`config.mk`:
```
export PLATFORM = sky130hd
export DESIGN_NAME = mul_share_sched
export DESIGN_NICKNAME = d
export VERILOG_FILES = /design/src/rtl/mul_share_sched.sv
export SDC_FILE = /design/constraint.sdc
export NUM_CORES = 1
export LEC_CHECK = 0
export CORE_MARGIN = 4
export CORE_UTILIZATION = 43
export DETAILED_ROUTE_END_ITERATION = 10
export PLACE_DENSITY = 0.81
export SLEW_MARGIN = 20
export SYNTH_ARGS = -nofsm -noshare
export SYNTH_HDL_FRONTEND = slang
export SYNTH_SLANG_ARGS = --single-unit
```
`constraint.sdc`:
```
create_clock -name clk -period 3.1 [get_ports clk]
set_input_delay 0.62 -clock clk [delete_from_list [all_inputs] [get_ports clk]]
set_output_delay 0.62 -clock clk [all_outputs]
set_load 0.005 [all_outputs]
```
`src/rtl/mul_share_sched.sv`:
```
// mul_share_sched
// Shares one sequential 8x8 multiplier among N_REQ requesters. A requester is
// picked round-robin, its operands are latched and the multiplier is started
// with a one-cycle pulse. The multiplier's done level is then followed through
// its drop (ack) and re-rise (finished). The product and the requester ID are
// returned on a valid/ready response port. Each wait phase is bounded by TMO,
// and an expired phase returns an error response with a zero product.
//
// Ports
//   clk, rst              rising-edge clock, synchronous active-high reset
//   req_valid/req_ready   per-requester handshake (ready is one-hot or zero)
//   req_a/req_b           packed operands, requester i at [8i+7:8i]
//   rsp_valid/rsp_ready   response handshake
//   rsp_id/rsp_p/rsp_err  served requester, product, timeout flag
//   mul_st/mul_a/mul_b    start pulse and operands to the multiplier
//   mul_done/mul_p        multiplier done level (1 = idle/finished), product
//   busy                  high whenever the scheduler is not idle
module mul_share_sched #(
   parameter int N_REQ = 4,
   parameter int ID_W  = 2,
   parameter int TMO   = 15
) (
   input  logic               clk,
   input  logic               rst,
   input  logic [N_REQ-1:0]   req_valid,
   output logic [N_REQ-1:0]   req_ready,
   input  logic [8*N_REQ-1:0] req_a,
   input  logic [8*N_REQ-1:0] req_b,
   output logic               rsp_valid,
   input  logic               rsp_ready,
   output logic [ID_W-1:0]    rsp_id,
   output logic [15:0]        rsp_p,
   output logic               rsp_err,
   output logic               mul_st,
   output logic [7:0]         mul_a,
   output logic [7:0]         mul_b,
   input  logic               mul_done,
   input  logic [15:0]        mul_p,
   output logic               busy
);

   typedef enum logic [2:0] {
      IDLE,
      ISSUE,
      WAIT_ACK,
      WAIT_DONE,
      RESP
   } state_t;

   localparam logic [7:0] TMO_LIM = 8'(TMO);

   state_t          state_q, state_d;
   logic [ID_W-1:0] rr_ptr_q, rr_ptr_d;
   logic [7:0]      mul_a_q, mul_a_d;
   logic [7:0]      mul_b_q, mul_b_d;
   logic [ID_W-1:0] rsp_id_q, rsp_id_d;
   logic [15:0]     rsp_p_q, rsp_p_d;
   logic            rsp_err_q, rsp_err_d;
   logic [7:0]      tmo_cnt_q, tmo_cnt_d;

   logic [7:0]       op_a [N_REQ];
   logic [7:0]       op_b [N_REQ];
   logic             grant_found;
   logic [ID_W-1:0]  grant_id;
   logic [ID_W-1:0]  scan_id;
   logic [N_REQ-1:0] grant_oh;
   logic [7:0]       grant_a;
   logic [7:0]       grant_b;

   // Unpack the flat operand buses so a requester's operands can be picked
   // with a plain array index instead of a variable part-select.
   always_comb begin
      for (int i = 0; i < N_REQ; i++) begin
         op_a[i] = req_a[8*i +: 8];
         op_b[i] = req_b[8*i +: 8];
      end
   end

   // Round-robin arbiter: scan from rr_ptr upwards (wrapping) and take the
   // first requester with valid set. The rotated index is always below N_REQ,
   // so non-power-of-two requester counts never touch a missing slot.
   always_comb begin
      grant_found = 1'b0;
      grant_id    = '0;
      scan_id     = '0;
      grant_oh    = '0;
      grant_a     = '0;
      grant_b     = '0;
      for (int k = 0; k < N_REQ; k++) begin
         scan_id = ID_W'((int'(rr_ptr_q) + k) % N_REQ);
         if (!grant_found && req_valid[scan_id]) begin
            grant_found       = 1'b1;
            grant_id          = scan_id;
            grant_oh[scan_id] = 1'b1;
            grant_a           = op_a[scan_id];
            grant_b           = op_b[scan_id];
         end
      end
   end

   // Next-state and datapath logic. Everything holds by default; each state
   // only overrides what it changes. A timeout in either wait phase lands in
   // RESP with a zero product and the error flag set, so the requester always
   // gets exactly one answer per grant.
   always_comb begin
      state_d   = state_q;
      rr_ptr_d  = rr_ptr_q;
      mul_a_d   = mul_a_q;
      mul_b_d   = mul_b_q;
      rsp_id_d  = rsp_id_q;
      rsp_p_d   = rsp_p_q;
      rsp_err_d = rsp_err_q;
      tmo_cnt_d = tmo_cnt_q;
      req_ready = '0;

      case (state_q)
         IDLE: begin
            if (grant_found) begin
               req_ready = grant_oh;
               mul_a_d   = grant_a;
               mul_b_d   = grant_b;
               rsp_id_d  = grant_id;
               rr_ptr_d  = ID_W'((int'(grant_id) + 1) % N_REQ);
               state_d   = ISSUE;
            end
         end

         ISSUE: begin
            tmo_cnt_d = '0;
            state_d   = WAIT_ACK;
         end

         // The multiplier acknowledges a start by dropping done. A done level
         // seen during ISSUE is stale and deliberately not looked at.
         WAIT_ACK: begin
            if (!mul_done) begin
               tmo_cnt_d = '0;
               state_d   = WAIT_DONE;
            end else if (tmo_cnt_q == TMO_LIM) begin
               rsp_p_d   = '0;
               rsp_err_d = 1'b1;
               state_d   = RESP;
            end else begin
               tmo_cnt_d = tmo_cnt_q + 8'd1;
            end
         end

         WAIT_DONE: begin
            if (mul_done) begin
               rsp_p_d   = mul_p;
               rsp_err_d = 1'b0;
               state_d   = RESP;
            end else if (tmo_cnt_q == TMO_LIM) begin
               rsp_p_d   = '0;
               rsp_err_d = 1'b1;
               state_d   = RESP;
            end else begin
               tmo_cnt_d = tmo_cnt_q + 8'd1;
            end
         end

         // Arbitration only resumes in the IDLE cycle after the handshake.
         RESP: begin
            if (rsp_ready) begin
               state_d = IDLE;
            end
         end

         default: begin
            state_d = IDLE;
         end
      endcase
   end

   // State and datapath registers. Reset wins over everything, including an
   // in-flight multiply or a pending response; the multiplier itself is left
   // alone and simply finishes on its own.
   always_ff @(posedge clk) begin
      if (rst) begin
         state_q   <= IDLE;
         rr_ptr_q  <= '0;
         mul_a_q   <= '0;
         mul_b_q   <= '0;
         rsp_id_q  <= '0;
         rsp_p_q   <= '0;
         rsp_err_q <= 1'b0;
         tmo_cnt_q <= '0;
      end else begin
         state_q   <= state_d;
         rr_ptr_q  <= rr_ptr_d;
         mul_a_q   <= mul_a_d;
         mul_b_q   <= mul_b_d;
         rsp_id_q  <= rsp_id_d;
         rsp_p_q   <= rsp_p_d;
         rsp_err_q <= rsp_err_d;
         tmo_cnt_q <= tmo_cnt_d;
      end
   end

   // Status outputs decode directly from the registered state, so they are
   // glitch-free and drop the cycle after reset.
   assign mul_st    = (state_q == ISSUE);
   assign rsp_valid = (state_q == RESP);
   assign busy      = (state_q != IDLE);
   assign mul_a     = mul_a_q;
   assign mul_b     = mul_b_q;
   assign rsp_id    = rsp_id_q;
   assign rsp_p     = rsp_p_q;
   assign rsp_err   = rsp_err_q;

endmodule

```
Yosys cells after proc, flatten, opt, wreduce, memory -nomap -nowiden --
Index checks and enable logic that the tools add are counted.
Word-level totals: input bits 88, bits in registers 48
Operators by class: reduce and logical (&&, ||, !) cells 18, add/sub/neg operators 5, mux-type cells 80, eq/ne operators 9, $lt $le $gt $ge 12, bitwise gates (word level) 7
Operator list (count):
- $mux 8 | 27
- $bmux 8 s2 | 8
- $mux 16 | 3
- $pmux 16 s2 | 1
- $mux 4 | 6
- $pmux 8 s3 | 1
- $mux 1 | 15
- $mux 3 | 5
- $pmux 3 s5 | 1
- $ge 3x3->1 const B | 4
- $lt 2x3->1 const B | 4
- $not 2->3 | 4
- $or 4x4->4 | 3
- $add 8x1->8 const B | 1
- $bmux 1 s2 | 4
- $demux 1 s2 | 4
- $eq 8x4->1 const B | 1
- $ge 2x1->1 const B | 4
- $mux 2 | 4
- $reduce_and 2->1 | 4
- $logic_and 1x1->1 | 7
- $eq 3x2->1 const B | 2
- $ne 2x2->1 const B | 3
- $reduce_bool 3->1 | 2
- 9 further kinds | 13

Logic depth before layout (Yosys ltp) --
Gate-level depths: netlist of run 1.
word-level depth 14, mapped depth 13, gate-level depth less buffers 8

Worst setup path after synthesis of run 1 --
Ideal clock, no wire load.
path type reg2out, from register rr_ptr_q[0], to output port req_ready[0], stages on the path, launching flop included 12, required time 2.480 ns, arrival time 2.718 ns, path slack -0.238 ns, buffers on the path 4, cell sequence dfxtp_1 -> buf_6 -> buf_6 -> buf_2 -> inv_1 -> ha_1 -> mux4_2 -> clkbuf_1 -> a22oi_1 -> nor2_1 -> a221oi_1 -> nor2_1
On the way: word-level cells in the longest chain between the ends 14, elaborated cells on any way between the ends 50, classes of those cells 3 x add/sub; 8 x order compare; 26 x mux; 3 x bitwise; 10 x reduce/logical
Ends and longest elaborated chain:
- from (decl) | RTL line 53 | logic [ID_W-1:0] rr_ptr_q, rr_ptr_d;
- from (signal assigned) | RTL line 190 | rr_ptr_q <= rr_ptr_d;
- branches (longest 12 deep; another with $lt 2x3->1)
- $mux 4 (*) | RTL line 118 | if (grant_found) begin
- $mux 4 (*) | RTL line 116 | case (state_q)
- to (decl) | RTL line 26 | output logic [N_REQ-1:0] req_ready,
Every way passes the cells marked *. The select of a mux whose other input is x is not followed.

Worst setup path after layout of run 1 --
from register rr_ptr_q[0], to output port req_ready[1]
Same word-level chain as after synthesis.

==> results.ini, run 1 <==
[status]
outcome = complete, but fails checks
failed_checks = negative setup slack

[place]
hpwlAfterDp_microns = 9030
globalplace.congestion = 0.8846
dp.cells = 641
portBuffers = 129
placed_area_sq_mm = 0.005727

[cts]
cts_made_buffers = 5
cts_max_path_buffers = 2
clk_latency_ns = 0.30
root_buffer = clkbuf_8
cts_sinks = 48
tritoncts = done
cts.htree.levels = 2
clkTransAtPathRegs_ns = 0.09
hold_buffers = 0

[global_routing]
grt_pass1_vias = 3998
track_usage = 0.2044
grt_max_degree = 52
overflow = 0
grt_antenna_before_repair = 0
grt_pass1_wl_microns = 19310

[drt]
wl_per_cell_microns = 18.47
drcViolationCount = 0
drtPass1Iterations = 4
vias = 4115
wl_microns = 12130
ant_nets = 0
dr.first_iter.drc_count = 468
viasPerCell = 6.263

[floorplanning]
die_y_microns = 107.1
fp-row-count = 35
start_util = 0.4481
core_area_sq_mm = 0.009415
fp.dieW_microns = 107.1
dieArea_sq_mm = 0.01146
io_pins = 130

[finish]
fin_util = 0.6335
fin_cells = 657
fin_area_sq_mm = 0.005964
syn2layout_area_growth_pct = 41.37
nets = 621
n_antenna_cell = 0
drive_above_1_share = 0.2652

[timing]
rsz0062_at_grt = true
drv_slew = 0
layout_setup_ws_ns = -0.01272
finalHoldViolations = 0
timing.slew.headroom = 0.3608
period_share = 1.004
setup_violations = 1
finClkSkew_ns = 0.01131
worst_pin_slew_ns = 0.9552
fmaxAchievable_mhz = 321.3
fin_crit_ns = 3.113

[power_and_ir_drop]
p_leak_nw = 2.086
peakVddDrop_mv = 0.5666
powerDensity_mw_per_mm2 = 866.2
total_power_mw = 5.167

[critical_path]
cp_data_arrival_time_ns = 2.49
crit_path_start_kind = flip-flop
critPathCaptureType = output pin
critical_path_required_ns = 2.48
cp_max_fo = 5
path_class = flip-flop to output pin

[synth]
synth_area_sq_mm = 0.004219
yosys_most_used_dff = dfxtp_1
async_flop_share = 0
synth_area_per_cell_sq_um = 10.82
ys_seq_elements = 48
yosysUniqueCellTypes = 47
synth_edf_count = 0
yosys_warnings = 0
syn_nets = 484
netlist_instances = 390
synth-seq-area-share = 0.2278

[hold_path]
holdCritPathClass = flip-flop to flip-flop

[flow_run]
maxCapViolCount = 0

==> report_power, final <==
group          leakage (nW)  switching (mW)  total (mW)  internal [mW]
clock                0.0596           0.203       0.434          0.231
sequential            0.392           0.100       0.870          0.770
combinational          1.63            1.76        3.86           2.11
total                  2.09            2.06        5.17           3.11
==> worst max-delay path: stages, from the launching register on <==
cell and delay, ns:
dfxtp_4 0.36, inv_2 0.05, ha_4 0.27, mux4_2 0.54
buf_6 0.16, nor2b_4 0.19, buf_6 0.13, a22oi_2 0.05
nor2_1 0.14, a221oi_2 0.04, nor2_1 0.12, buf_2 0.14
==> layout make-up <==
cell class | instances | area (sq um)
multi-input cells | 298 | 3117
flip-flops and latches | 48 | 965.9
repair buffers | 169 | 1585
well taps | 129 | 161.4
fillers | 727 | 3451
clock buffers | 7 | 107.6
inverters | 5 | 18.77
clock inverters | 1 | 8.758
==> cell usage after synthesis, types with 5 or more instances <==
master,instances,area share
a22oi_1,36,0.064
nor3_1,8,0.0095
inv_1,5,0.0044
a221o_1,16,0.038
mux4_2,68,0.36
nand2_1,12,0.011
a21oi_1,12,0.014
a22o_1,16,0.033
and2_1,5,0.0074
o21ai_0,10,0.012
buf_2,14,0.017
clkbuf_1,18,0.016
nand3_1,6,0.0071
ha_1,6,0.018
dfxtp_1,48,0.23
nor2_1,57,0.051
==> path summary, 6_finish.rpt <==
path	start	end	slack, ns	cells after the start
setup / recovery	rr_ptr_q[0]$_SDFFE_PP0P_	req_ready[1]	-0.01	11
hold / removal	mul_a[5]$_SDFFE_PP0P_	mul_a[5]$_SDFFE_PP0P_	0.48	1
setup reg to reg	rr_ptr_q[0]$_SDFFE_PP0P_	mul_a[5]$_SDFFE_PP0P_	0.39	9
hold reg to reg	mul_a[5]$_SDFFE_PP0P_	mul_a[5]$_SDFFE_PP0P_	0.48	1
==> sequential cells by signal (all words and copies together) (netlist names) <==
signal and flops:
rsp_p 16, mul_b 8, rsp_err 1, state_q 3
tmo_cnt_q 8, rr_ptr_q 2, mul_a 8, rsp_id 2
==> cell usage in the layout, fill, tap and decap left out, drive strengths merged, types with 4 or more instances in the layout <==
master	synthesis	layout
clkdlybuf4s50	0	121
mux4	68	68
nor2	58	58
dfxtp	48	48
buf	20	44
a22oi	36	36
a221o	16	16
a22o	16	16
nand2	12	12
a21oi	12	12
o21ai	10	10
nor3	8	8
clkbuf	19	7
nand3	6	6
ha	6	6
and2	5	5
a221oi	5	5
inv	5	5
o211ai	4	4
dlygate4sd2	0	4
nand2b	4	4
==> cell families after synthesis <==
kind of cell             synth area share
buffers and inverters             0.05219
XOR/XNOR                          0.01246
adder cells (fa/ha/maj)           0.01779
AO/OA/AOI/OAI                      0.1999
flip-flops                         0.2278
multiplexers                       0.3677
AND/OR/NAND/NOR                    0.1222
==> metrics by stage <==
stage | TNS, ns | hold WS, ns | setup WS (ns)
6_report | -0.01272 | 0.4809 | -0.01272
5_1_grt | -0.2563 | 0.5094 | -0.1043
4_1_cts | -0.01779 | 0.4858 | -0.01779
3_5_place_dp | -1.955 | 0.4671 | -0.4965
3_3_place_gp | -1.593 | 0.4613 | -0.4162
2_1_floorplan | 0 | 0.4536 | 0.01709
==> per-layer routing <==
metal,part of all wire,up-vias,global-route usage
met3,0.079,24,0.03612
li1,-,1865,-
met1,0.40,2025,0.2659
met5,0,-,0
met2,0.50,201,0.3485
met4,0.025,0,0.05936
==> what timing repair did <==
item	4_1_cts	5_1_grt
endpoints found under the setup margin	4	4
cloned	0	0
setup buffers	5	3
pin swaps	2	7
resized for setup	26	12
hold endpoints to repair	0	0
Power figures use the tool's default switching activity.
==> run 2: changes to the inputs <==
--- a/config.mk
+++ b/config.mk
@@ -7,6 +7,7 @@
 export LEC_CHECK = 0
 export CORE_MARGIN = 4
 export CORE_UTILIZATION = 43
+export CTS_CLUSTER_SIZE = 14
 export DETAILED_ROUTE_END_ITERATION = 10
 export PLACE_DENSITY = 0.81
 export SLEW_MARGIN = 20
==> results of run 2 <==
No change in the layout: final DEF, timing and power equal those of run 1.
==> run 3: changes to the inputs <==
--- a/config.mk
+++ b/config.mk
@@ -5,6 +5,7 @@
 export SDC_FILE = /design/constraint.sdc
 export NUM_CORES = 1
 export LEC_CHECK = 0
+export CORE_ASPECT_RATIO = 1.4
 export CORE_MARGIN = 4
 export CORE_UTILIZATION = 43
 export CTS_CLUSTER_SIZE = 14
==> run 3 against run 2 <==
  * Register-to-register slack got worse by 0.17 ns
  * Cell count increased by 0.15%
  * Clock skew decreased by 0.0047 ns
  * Sequential share of layout area decreased by 0.091 points
  * Largest cell class unchanged
  * Wire length increased by 0.52%
  * Global-route usage about the same
  * Setup slack improved by 0.072 ns
  * Critical path type is now input pin to output pin
  * Clock power increased by 27%
  * Sequential power increased by 2%
  * Worst hold slack got worse by 0.0021 ns
  * The flow now finishes without violations
  * Combinational power decreased by 3%
  * Maximum frequency increased by 2.4%
==> results.ini, run 3 (synthesis gave the netlist of run 1 again) <==
[finish]
nets = 619  ; -0.32%
largest_register_ffs = 16  ; unchanged
fin_cells = 658  ; +0.15%
fillers = 762  ; +4.8%
n_antenna_cell = 0  ; unchanged
syn2layout_area_growth_pct = 42.17
drive_above_1_share = 0.2586  ; -0.006596
final_common_cell = clkdlybuf4s50_1
final_cell_mix = clkdlybuf4s50_1 (121), mux4_2 (68), nor2_1 (56), dfxtp_1 (46), a22oi_1 (35)

[floorplanning]
core_area_sq_mm = 0.009512  ; +1.0%
fp-row-count = 42  ; +20%
io_pins = 130  ; unchanged
dieArea_sq_mm = 0.01148  ; +0.19%
start_util = 0.4436  ; -0.004539
die_y_microns = 125.2  ; +17%
fp.dieW_microns = 91.72  ; -14%

[critical_path]
r2r_setup_slack_ns = 0.22  ; -0.17 ns
cp_max_fo = 7  ; +2
rr_endpoint = rr_ptr_q[1]$_SDFFE_PP0P_
crit_buf_inv = 3  ; -1
cpPeakStageDelay_ns = 0.55  ; about the same
cp_cell_sequence = dlygate4sd2_1 -> mux4_2 -> nor2b_4 -> buf_4 -> a22oi_1 -> nor2_1 -> a221oi_2 -> nor2_1 -> clkbuf_2
cp_common_cell = nor2_1
worst-r2r-cell-count = 10  ; +1
critPathTopFamily = buffers and inverters
r2r_start = rr_ptr_q[0]$_SDFFE_PP0P_
critPathCaptureType = output pin
crit_path_start_kind = input pin
cp_data_arrival_time_ns = 2.42  ; -0.07 ns
critical_path_required_ns = 2.48  ; about the same
path_class = input pin to output pin
cp_slowest_cell = mux4_2

[drt]
dr.first_iter.drc_count = 212  ; -55%
wl_microns = 12200  ; +0.52%
ant_nets = 0  ; unchanged
viasPerCell = 6.266  ; about the same
drtPass1Iterations = 5  ; +1
drcViolationCount = 0  ; unchanged
vias = 4123  ; +0.19%
wl_per_cell_microns = 18.53  ; +0.37%

[place]
portBuffers = 129  ; unchanged
dp.cells = 637  ; -0.62%
hpwlAfterDp_microns = 8967  ; -0.71%
globalplace.congestion = 0.7731  ; -13%

[global_routing]
grt_pass1_wl_microns = 19470  ; +0.85%
grt_antenna_before_repair = 0  ; unchanged
overflow = 0  ; unchanged
grt_pass1_vias = 4178  ; +4.5%
track_usage = 0.2043  ; about the same
grt_max_degree = 63  ; +21%

[power_and_ir_drop]
p_leak_nw = 2.094  ; +0.42%
powerDensity_mw_per_mm2 = 864.7  ; -0.17%
peakVddDrop_mv = 0.5267  ; -7.0%

[timing]
period_share = 0.9809  ; -0.02322
fmaxAchievable_mhz = 328.9  ; +2.4%
fin_crit_ns = 3.041  ; -0.07197 ns
worst_pin_slew_ns = 0.9172  ; -0.03809 ns
drv_slew = 0  ; unchanged
setup-tns-final_ns = 0  ; +0.01272 ns
finClkSkew_ns = 0.006645  ; -0.004665 ns
rsz0062_at_grt = true
setup_violations = 0  ; -1
finalHoldViolations = 0  ; unchanged
timing.slew.headroom = 0.3886  ; +0.02775
hold_ws_ns = 0.4787  ; -0.002131 ns

[status]
outcome = complete, no violations

[cts]
root_buffer = clkbuf_16
clk_latency_ns = 0.28  ; -0.02 ns
cts.htree.levels = 2  ; unchanged
clkTransAtPathRegs_ns = 0.06  ; -0.03 ns
cts_made_buffers = 5  ; unchanged
tritoncts = done
cts_max_path_buffers = 2  ; unchanged
cts_sinks = 48  ; unchanged
hold_buffers = 0  ; unchanged

[hold_path]
hold_end = mul_a[2]$_SDFFE_PP0P_
min_from = mul_a[2]$_SDFFE_PP0P_
worstHoldPathCells = 1  ; unchanged
holdCritPathClass = flip-flop to flip-flop

[flow_run]
maxCapViolCount = 0  ; unchanged

[run 3: cell count changes in the layout (fill, tap and decap cells not counted), sizes merged]
cell           change
clkinvlp           +1
clkdlybuf4s15      +1
dlygate4sd2        -1
inv                +1
clkbuf             +1
buf                -4
clkinv             -1
[run 3: metrics by stage]
| stage | utilization | instance area, sq um | setup WS (ns) | total power [mW] |
|---|---|---|---|---|
| 2_1_floorplan | - | 4245 | 0.01709 | 3.486 |
| 4_1_cts | 0.6276 | 5969 | 0.006970 | 5.139 |
| 6_report | 0.6306 | 5998 | 0.05925 | 5.187 |
| 3_5_place_dp | 0.5983 | 5690 | -0.4209 | 4.402 |
| 3_3_place_gp | 0.5983 | 5690 | -0.3380 | 4.278 |
| 5_1_grt | 0.6306 | 5998 | -0.02124 | 5.532 |
[run 3: power by group]
part	internal, mW	switching, mW
sequential	0.772	0.113
combinational	2.08	1.67
clock	0.321	0.229
total	3.17	2.01
[run 3: metal layers]
metal / track usage / wire length, microns / part of all wire
met1: 0.2269 / 4454 / 0.37
met2: 0.3883 / 6608 / 0.54
met3: 0.03846 / 891 / 0.073
met4: 0.06212 / 242 / 0.020
met5: 0 / 0 / 0
[run 3: repair_timing]
item | CTS | global route
setup endpoints to repair | 4 | 4
gates resized for setup | 21 | 15
buffers inserted | 9 | 4
pin swaps | 3 | 5
[run 3: worst max-delay path by stage]
stage	start	to	slack, ns	depth (start not counted)
6_report	req_valid[1]	req_ready[0]	0.06	9
4_1_cts	req_valid[2]	req_ready[0]	0.007	9
3_5_place_dp	req_valid[1]	req_ready[0]	-0.42	6
5_1_grt	rr_ptr_q[0]$_SDFFE_PP0P_	req_ready[0]	-0.02	9
2_1_floorplan	rr_ptr_q[0]$_SDFFE_PP0P_	req_ready[3]	0.02	11
3_3_place_gp	req_valid[1]	req_ready[3]	-0.34	6
[run 3: cell type report]
cell class	instances	area, sq um	area share
Clock inverter	2	13.76	0.002295
Timing Repair Buffer	167	1588	0.2647
Sequential cell	48	965.9	0.1610
Inverter	5	18.77	0.003129
Multi-Input combinational cell	298	3108	0.5181
Tap cell	132	165.2	0.02753
Clock buffer	6	138.9	0.02315
